--- src/rtl/hilo_pkg.sv ---
// Shared types and widths for the HI/LO multicycle register file.
package hilo_pkg;

  localparam int unsigned HILO_W     = 32;
  localparam int unsigned HILO_LANES = 2;
  localparam int unsigned HILO_RES_W = 2 * HILO_W;

  // md op tracker states
  typedef enum logic [1:0] {
    IDLE  = 2'd0,
    BUSY  = 2'd1,
    DRAIN = 2'd2
  } hilo_state_e;

  // One commit lane's HI/LO request
  typedef struct packed {
    logic              rd_hi;
    logic              rd_lo;
    logic              wr_hi;
    logic              wr_lo;
    logic [HILO_W-1:0] data;
  } hilo_lane_t;

  // md unit result payload
  typedef struct packed {
    logic [HILO_W-1:0] hi;
    logic [HILO_W-1:0] lo;
  } hilo_md_res_t;

  // True when a lane touches HI or LO in any way
  function automatic logic lane_access(input hilo_lane_t l);
    return l.rd_hi | l.rd_lo | l.wr_hi | l.wr_lo;
  endfunction

endpackage

--- src/rtl/hilo_bypass_net.sv ---
// Per-lane forwarding chain: each lane sees the base value updated by all
// older lanes' writes; the end of the chain is the next HI/LO state.
module hilo_bypass_net
  import hilo_pkg::*;
#(
  parameter int unsigned N_LANES = HILO_LANES
) (
  input  logic [HILO_W-1:0] base_hi,
  input  logic [HILO_W-1:0] base_lo,
  input  hilo_lane_t        lanes   [N_LANES],
  input  logic              lane_en,
  output logic [HILO_W-1:0] rd_data [N_LANES],
  output logic [HILO_W-1:0] next_hi,
  output logic [HILO_W-1:0] next_lo
);

  logic [HILO_W-1:0] cur_hi;
  logic [HILO_W-1:0] cur_lo;

  // Walk lanes oldest to youngest; a lane reads before applying its own write
  always_comb begin
    cur_hi = base_hi;
    cur_lo = base_lo;
    for (int k = 0; k < int'(N_LANES); k++) begin
      rd_data[k] = '0;
      if (lanes[k].rd_hi) begin
        rd_data[k] = cur_hi;
      end else if (lanes[k].rd_lo) begin
        rd_data[k] = cur_lo;
      end
      if (lane_en && lanes[k].wr_hi) begin
        cur_hi = lanes[k].data;
      end
      if (lane_en && lanes[k].wr_lo) begin
        cur_lo = lanes[k].data;
      end
    end
    next_hi = cur_hi;
    next_lo = cur_lo;
  end

endmodule

--- src/rtl/hilo_mc_regfile.sv ---
// Multi-lane HI/LO register file with in-flight tracking of the external
// multicycle mult/div unit (stall while pending, discard flushed results).
module hilo_mc_regfile
  import hilo_pkg::*;
#(
  parameter int unsigned DATA_W  = HILO_W,
  parameter int unsigned N_LANES = HILO_LANES
) (
  input  logic                      clk,
  input  logic                      reset,
  input  logic                      flush_i,
  input  logic                      md_start_i,
  input  logic                      md_done_i,
  input  logic [2*DATA_W-1:0]       md_result_i,
  input  logic [N_LANES-1:0]        rd_hi_i,
  input  logic [N_LANES-1:0]        rd_lo_i,
  input  logic [N_LANES-1:0]        wr_hi_i,
  input  logic [N_LANES-1:0]        wr_lo_i,
  input  logic [N_LANES*DATA_W-1:0] wr_data_i,
  output logic [N_LANES*DATA_W-1:0] rd_data_o,
  output logic                      stall_o,
  output logic                      md_busy_o,
  output logic [DATA_W-1:0]         hi_o,
  output logic [DATA_W-1:0]         lo_o
);

  hilo_state_e       state;
  hilo_lane_t        lanes    [N_LANES];
  logic [HILO_W-1:0] lane_rd  [N_LANES];
  hilo_md_res_t      md_res;
  logic [HILO_W-1:0] hi_q;
  logic [HILO_W-1:0] lo_q;
  logic [HILO_W-1:0] base_hi;
  logic [HILO_W-1:0] base_lo;
  logic [HILO_W-1:0] next_hi;
  logic [HILO_W-1:0] next_lo;
  logic              access_c;
  logic              md_acc_c;
  logic              start_acc_c;

  assign md_res = HILO_RES_W'(md_result_i);

  // Unpack flat lane ports into lane records and detect any HI/LO access
  always_comb begin
    access_c = md_start_i;
    for (int k = 0; k < int'(N_LANES); k++) begin
      lanes[k].rd_hi = rd_hi_i[k];
      lanes[k].rd_lo = rd_lo_i[k];
      lanes[k].wr_hi = wr_hi_i[k];
      lanes[k].wr_lo = wr_lo_i[k];
      lanes[k].data  = HILO_W'(wr_data_i[k*DATA_W +: DATA_W]);
      access_c       = access_c | lane_access(lanes[k]);
    end
  end

  // Hold the bundle while a result is owed and not arriving, or while draining
  assign stall_o = access_c & (((state == BUSY) & ~md_done_i) | (state == DRAIN));

  // A result is committed only when it belongs to a live (unflushed) op
  assign md_acc_c    = (state == BUSY) & md_done_i & ~flush_i;
  assign start_acc_c = md_start_i & ~flush_i & ~stall_o;

  // md result is older than every lane of the bundle
  assign base_hi = md_acc_c ? md_res.hi : hi_q;
  assign base_lo = md_acc_c ? md_res.lo : lo_q;

  hilo_bypass_net #(
    .N_LANES (N_LANES)
  ) u_bypass (
    .base_hi (base_hi),
    .base_lo (base_lo),
    .lanes   (lanes),
    .lane_en (~stall_o),
    .rd_data (lane_rd),
    .next_hi (next_hi),
    .next_lo (next_lo)
  );

  // Repack per-lane read data onto the flat output bus
  always_comb begin
    rd_data_o = '0;
    for (int k = 0; k < int'(N_LANES); k++) begin
      rd_data_o[k*DATA_W +: DATA_W] = DATA_W'(lane_rd[k]);
    end
  end

  // Architectural HI/LO registers
  always_ff @(posedge clk or posedge reset) begin
    if (reset) begin
      hi_q <= '0;
      lo_q <= '0;
    end else begin
      hi_q <= next_hi;
      lo_q <= next_lo;
    end
  end

  assign hi_o = DATA_W'(hi_q);
  assign lo_o = DATA_W'(lo_q);

  // md op tracker with registered busy flag
  always_ff @(posedge clk or posedge reset) begin
    if (reset) begin
      state     <= IDLE;
      md_busy_o <= 1'b0;
    end else begin
      case (state)
        IDLE: begin
          if (start_acc_c) begin
            state     <= BUSY;
            md_busy_o <= 1'b1;
          end
        end
        BUSY: begin
          if (flush_i) begin
            if (md_done_i) begin
              state     <= IDLE;
              md_busy_o <= 1'b0;
            end else begin
              state     <= DRAIN;
              md_busy_o <= 1'b1;
            end
          end else if (md_done_i && !start_acc_c) begin
            state     <= IDLE;
            md_busy_o <= 1'b0;
          end
        end
        DRAIN: begin
          if (md_done_i) begin
            state     <= IDLE;
            md_busy_o <= 1'b0;
          end
        end
        default: begin
          state     <= IDLE;
          md_busy_o <= 1'b0;
        end
      endcase
    end
  end

  // A done pulse with nothing in flight is a protocol violation by the md unit
  md_done_in_idle_a: assert property (@(posedge clk) disable iff (reset)
    !((state == IDLE) && md_done_i))
    else $warning("hilo_mc_regfile: md_done_i while idle, ignored");

endmodule
--- config.mk ---
export PLATFORM = sky130hd
export DESIGN_NAME = hilo_mc_regfile
export DESIGN_NICKNAME = d
export VERILOG_FILES = /design/src/rtl/hilo_pkg.sv /design/src/rtl/hilo_bypass_net.sv /design/src/rtl/hilo_mc_regfile.sv
export SDC_FILE = /design/constraint.sdc
export NUM_CORES = 1
export LEC_CHECK = 0
export CORE_MARGIN = 3
export CORE_UTILIZATION = 25
export DETAILED_ROUTE_END_ITERATION = 6
export SYNTH_ARGS = -nofsm -noshare
export SYNTH_HDL_FRONTEND = slang
export SYNTH_SLANG_ARGS = --single-unit
--- constraint.sdc ---
create_clock -name clk -period 2.1 [get_ports clk]
set_clock_uncertainty 0.2 [all_clocks]
set_input_delay 0.42 -clock clk [delete_from_list [all_inputs] [get_ports clk]]
set_output_delay 0.42 -clock clk [all_outputs]
set_load 0.05 [all_outputs]
# Yosys cells after proc, flatten, opt, wreduce, memory -nomap -nowiden
# Index checks and enable logic that the tools add are counted.
[word_totals]
regBits = 67
input_bits = 141
output_inout_bits = 130
[classes]
eq_ne = 5
bitwise_logic = 18
n_reduce_logical = 8
mux = 22
[op_table]
columns = ["cell", "count"]
rows = [
  ["$mux W32", 10],
  ["$mux W2", 5],
  ["$or A1 B1 Y1", 9],
  ["$and A1 B1 Y1", 6],
  ["$pmux W2 S3", 1],
  ["$logic_and A1 B1 Y1", 5],
  ["$mux W1", 5],
  ["$ne A2 B2 Y1 const B", 2],
  ["$ne A3 B2 Y1 const B", 1],
  ["$not A1 Y1", 3],
  ["$pmux W1 S3", 1],
  ["$reduce_and A3 Y1", 1],
  ["$eq A2 B1 Y1 const B", 1],
  ["$eq A2 B2 Y1 const B", 1],
  ["$logic_not A2 Y1", 1],
  ["$logic_not A1 Y1", 1],
]

# Logic depth before layout (Yosys ltp)
[logic_depth]
depth_word = 13
depth_mapped = 6
depth_no_buf = 4

# Modules after synthesis
# Synthesis repeated with hierarchy kept, for this count alone.
[unflattened]
hier_cells = 456
area_unflattened_um2 = 4468.0
[modules_own_cells]
columns = ["module", "seq_area_each_um2", "area_per_inst_um2", "instances", "cells_per_inst"]
rows = [
  ["hilo_mc_regfile", 1676.6, 2598.7, 1, 160],
  ["hilo_bypass_net", 0.0, 1869.3, 1, 296],
]

# Worst setup path before layout
# OpenSTA, ideal clock, no wires.
[synth_timing]
kind = "input port to output port"
startpoint = "input md_done_i"
endpoint = "output stall_o"
slack_ns = -0.624
required_ns = 1.480
n_path_buf = 2
t_arrival_ns = 2.104
path_stages = 5
cell_sequence = "or3b_4 -> and2_1 -> buf_6 -> buf_2 -> a31oi_1"
[synth_via]
elab_chain_cells = 4
[synth_lines]
columns = ["item", "line_no", "rtl"]
rows = [
  ["start: declaration", "hilo_mc_regfile.sv:13", "input logic md_done_i,"],
  ["$not A1 Y1", "hilo_mc_regfile.sv:57", "assign stall_o = access_c & (((state == BUSY) & ~md_done_i) | (state == DRAIN));"],
  ["$and A1 B1 Y1", "hilo_mc_regfile.sv:57", ""],
  ["$or A1 B1 Y1", "hilo_mc_regfile.sv:57", ""],
  ["$and A1 B1 Y1", "hilo_mc_regfile.sv:57", ""],
  ["end: declaration", "hilo_mc_regfile.sv:21", "output logic stall_o,"],
]
# No other way between the ends.

# Worst setup path after layout
[layout_timing]
startpoint = "register state[1]"
endpoint = "output rd_data_o[50]"
[layout_via]
elab_chain_cells = 9
word_cells_on_any_way = 16
classes_between = "2 x eq/ne; 6 x mux; 6 x bitwise; 2 x reduce/logical"
[layout_lines]
columns = ["item", "line_no", "rtl"]
rows = [
  ["start: declaration", "hilo_mc_regfile.sv:27", "hilo_state_e state;"],
  ["start signal: assignment", "hilo_mc_regfile.sv:104", "state <= IDLE;"],
  ["start signal: assignment", "hilo_mc_regfile.sv:110", "state <= BUSY;"],
  ["start signal: assignment", "hilo_mc_regfile.sv:117", "state <= IDLE;"],
  ["$eq A2 B1 Y1", "hilo_mc_regfile.sv:57, hilo_mc_regfile.sv:60", ""],
  ["$and A1 B1 Y1", "hilo_mc_regfile.sv:57", ""],
  ["$or A1 B1 Y1", "hilo_mc_regfile.sv:57", ""],
  ["$and A1 B1 Y1", "hilo_mc_regfile.sv:57", ""],
  ["$not A1 Y1", "hilo_mc_regfile.sv:73", ".lane_en (~stall_o),"],
  ["$logic_and A1 B1 Y1", "hilo_bypass_net.sv:34", "if (lane_en && lanes[k].wr_lo) begin"],
  ["$mux W32", "hilo_bypass_net.sv:34", ""],
  ["$mux W32", "hilo_bypass_net.sv:28", "end else if (lanes[k].rd_lo) begin"],
  ["$mux W32 (*)", "hilo_bypass_net.sv:26", "if (lanes[k].rd_hi) begin"],
  ["end: declaration", "hilo_mc_regfile.sv:20", "output logic [N_LANES*DATA_W-1:0] rd_data_o,"],
]
# Mark *: on every way between the ends. The rest lies on a longest branch, timed or not.

==> impl_results.md <==
* Status: finished with violations
* Failing checks: setup timing
* Congestion Overflow GR at 0
* Register share of total power at 0.201
* RR Startpoint: state[1]
* Die Wd at 146 µm
* Net Count, Synth at 632
* Peak fanout along the critical path at 6
* Drt via density at 5.16
* Final Hold Vio Count at 0
* Hold depth at 2
* Crit share post-route at 1.39
* Fin crit period at 2930 ps
* Largest net degree at the start of global routing at 68
* Synth top area cells: dfrtp_1 34%, mux2i_1 20%, mux2_2 7.1%
* Post-Syn Area at 4880 µm²
* Height of the die at 146 µm
* Leakage at 5.10 nW
* Internal at 4.93 mW
* Sequential fraction of the synthesis area at 0.343
* Max-Cap Viols at 0
* Cell variety after synth at 35
* Comb power frac at 0.628
* Setup slack after layout at -826 ps
* Initial core utilization at 0.258
* Core area at 19,000 µm²
* Top cell type's share of synthesized area at 0.343
* Synth Instances at 491
* Avg WL per Cell at 23.2 µm
* Worst EP arrival at 2310 ps
* I/O Pins at 271
* Routed Antenna Nets at 0
* Ant. Diodes at 0
* Asr flop ratio synth at 1.00
* Num CTS Buffers at 9
* Die Area at 21,300 µm²
* Data required, critical path at 1480 ps
* Primary FF master, synth: dfrtp_1
* Vias in the first global route at 6,722
* Drt total wl at 27,100 µm
* Placed inst area at 9600 µm²
* Drt drc at 0
* Dpl cells at 1,109
* Gpl congestion at 0.836
* Register area at 1680 µm²
* Type of the worst setup path: flop to primary output
* Footprint of the multi-input gates at 4330 µm²
* Slew of the pin with the lowest slew margin at 415 ps
* Clk pwr share at 0.171
* FP Rows at 50
* Slew HR at 0.723
* First-pass GRT wire length at 39,600 µm
* Ys Warns at 0
* Most frequent cells after synthesis: 96 x mux2i_1, 67 x dfrtp_1, 36 x inv_1
* Clk buf depth at 2
* Switching Fraction at 0.419
* Max Slew Vio Count at 0
* Layout fillers at 1,463
* Psw at 3.55 mW
* Total GRT Usage at 0.239
* HP Class: input port to flop
* Worst Hold Path EP: state[1]
* FF-to-FF path depth at 12
* Antenna violations before repair at 0
* Internal reg-to-reg setup slack at -440 ps
* CTS Hold Bufs at 0
* RSZ-0062 raised after global routing: yes
* Max Freq at 342 MHz
* Max H-tree Level at 3
* CTS sink count at 67
* Nets at 1,047
* Pwr/cell area at 725 nW/µm²
* Avg Cell Area, Syn at 9.95 µm²
* Port buffer count at 270
* Power, Total at 8.48 mW
* Synth-to-Final Area Change at 139%
* Post-Layout Cell Count at 1,171
* Yosys reg bits at 67
* Via count at 6,042
* Clock slew at reported path FFs at 60 ps
* Worst reg2reg path endpoint: lo_o[2]
* Post-DP HPWL at 17,700 µm
* Root Driver: clkbuf_16
* Count leader, synth: mux2i_1
* Setup TNS at -65,500 ps
* Worst setup SP type: flop
* Initial DRC Count at 281
* Layout cell share with drive strength beyond 1 at 0.610
* CTS tree: built
* First drt pass iteration count at 5
* Peak VDD IR at 0.382 mV
* Crit. End Element: primary output
* Hold Startpoint: md_done_i
* Area leader, netlist: dfrtp_1
* Post-synth EDFFs at 0
* Post-route cell area at 11,700 µm²
* Skew-Pair Late Insertion Delay at 330 ps
* Final setup violation count at 129
-- registers in the layout, summed over array words and instances (netlist names) --
name       flops
hi_o          32
lo_o          32
state          2
md_busy_o      1
-- area by class of cell --
class	count	share of cell area
clock inverters	2	0.000856
multi-input cells	346	0.370
flip-flops and latches	67	0.143
inverters	36	0.0119
well taps	260	0.0278
clock buffers	14	0.0226
repair buffers	446	0.423
-- cell families after synthesis --
kind of cell,share of synthesized area
AO/OA/AOI/OAI,0.172
adder cells (fa/ha/maj),0.00205
buffers and inverters,0.0861
flip-flops,0.343
multiplexers,0.271
AND/OR/NAND/NOR,0.126
-- worst max-delay path, cell delays in order (launching register included) --
cell and delay (ps):
dfrtp_1 400, and4bb_4 350, buf_12 150, buf_12 120
buf_16 160, mux2i_4 240, mux2i_1 120, a32o_2 280
buf_12 150
-- power groups by stage --
stage | combinational (mW) | clock (mW) | sequential, mW
after detailed placement | 4.50 | 0 | 1.67
after global routing | 5.51 | 1.55 | 1.72
after CTS | 4.92 | 1.48 | 1.67
after floorplan | 1.81 | 0 | 2.32
after global placement | 4.44 | 0 | 1.66
final | 5.32 | 1.45 | 1.70
-- worst max-delay path by stage --
stage	slack, ps	startpoint	end	depth (start not counted)
2_1_floorplan	-250	flush_i	rd_data_o[48]	6
3_3_place_gp	-950	md_done_i	rd_data_o[54]	7
3_5_place_dp	-1000	md_done_i	rd_data_o[56]	7
4_1_cts	-820	state[1]	rd_data_o[50]	8
5_1_grt	-910	state[1]	rd_data_o[59]	7
6_report	-830	state[1]	rd_data_o[50]	8
-- metal layers --
metal / share of wire / vias up / global-route usage / wire [µm]
met1: 0.40 / 3017 / 0.288 / 11000
met2: 0.50 / 281 / 0.410 / 13600
met5: 0 / - / 0 / 0
met4: 0.036 / 0 / 0.107 / 969
li1: - / 2676 / - / -
met3: 0.059 / 68 / 0.0505 / 1590
-- timing repair --
item | in CTS | in global routing
setup endpoints to repair | 129 | 129
endpoints found under the hold margin | 0 | 0
buffers inserted | 38 | 25
cloned | 9 | 3
resized for setup | 114 | 140
pin swaps | 18 | 19
-- layout by cell type, fill, tap and decap left out, types with 3 or more instances in the layout --
master,Yosys,layout
clkdlybuf4s50_1,0,136
nand2_1,33,19
and2_4,0,3
clkbuf_16,0,12
a32o_2,0,32
nand2_2,1,14
inv_1,36,34
mux2i_2,0,29
mux2i_4,0,51
mux2i_1,96,16
buf_16,0,7
buf_8,6,3
buf_6,1,52
o22ai_2,0,20
dfrtp_1,67,67
mux2_4,1,32
buf_4,10,173
a31o_1,3,3
o22ai_4,0,12
a31o_4,0,26
a31o_2,29,3
buf_12,0,68
nand3_1,33,31
and2_1,33,32
a21oi_1,3,3
clkbuf_1,21,3
-- metrics by stage --
| step | hold slack [ps] | utilization | worst slack [ps] |
|---|---|---|---|
| finish | 267 | 0.617 | -826 |
| floorplan | 272 | - | -246 |
| CTS | 249 | 0.572 | -823 |
| detailed placement | 380 | 0.506 | -997 |
| global route | 305 | 0.617 | -906 |
| global placement | 368 | 0.506 | -947 |
Note: power is estimated with default switching activity, not from simulation.
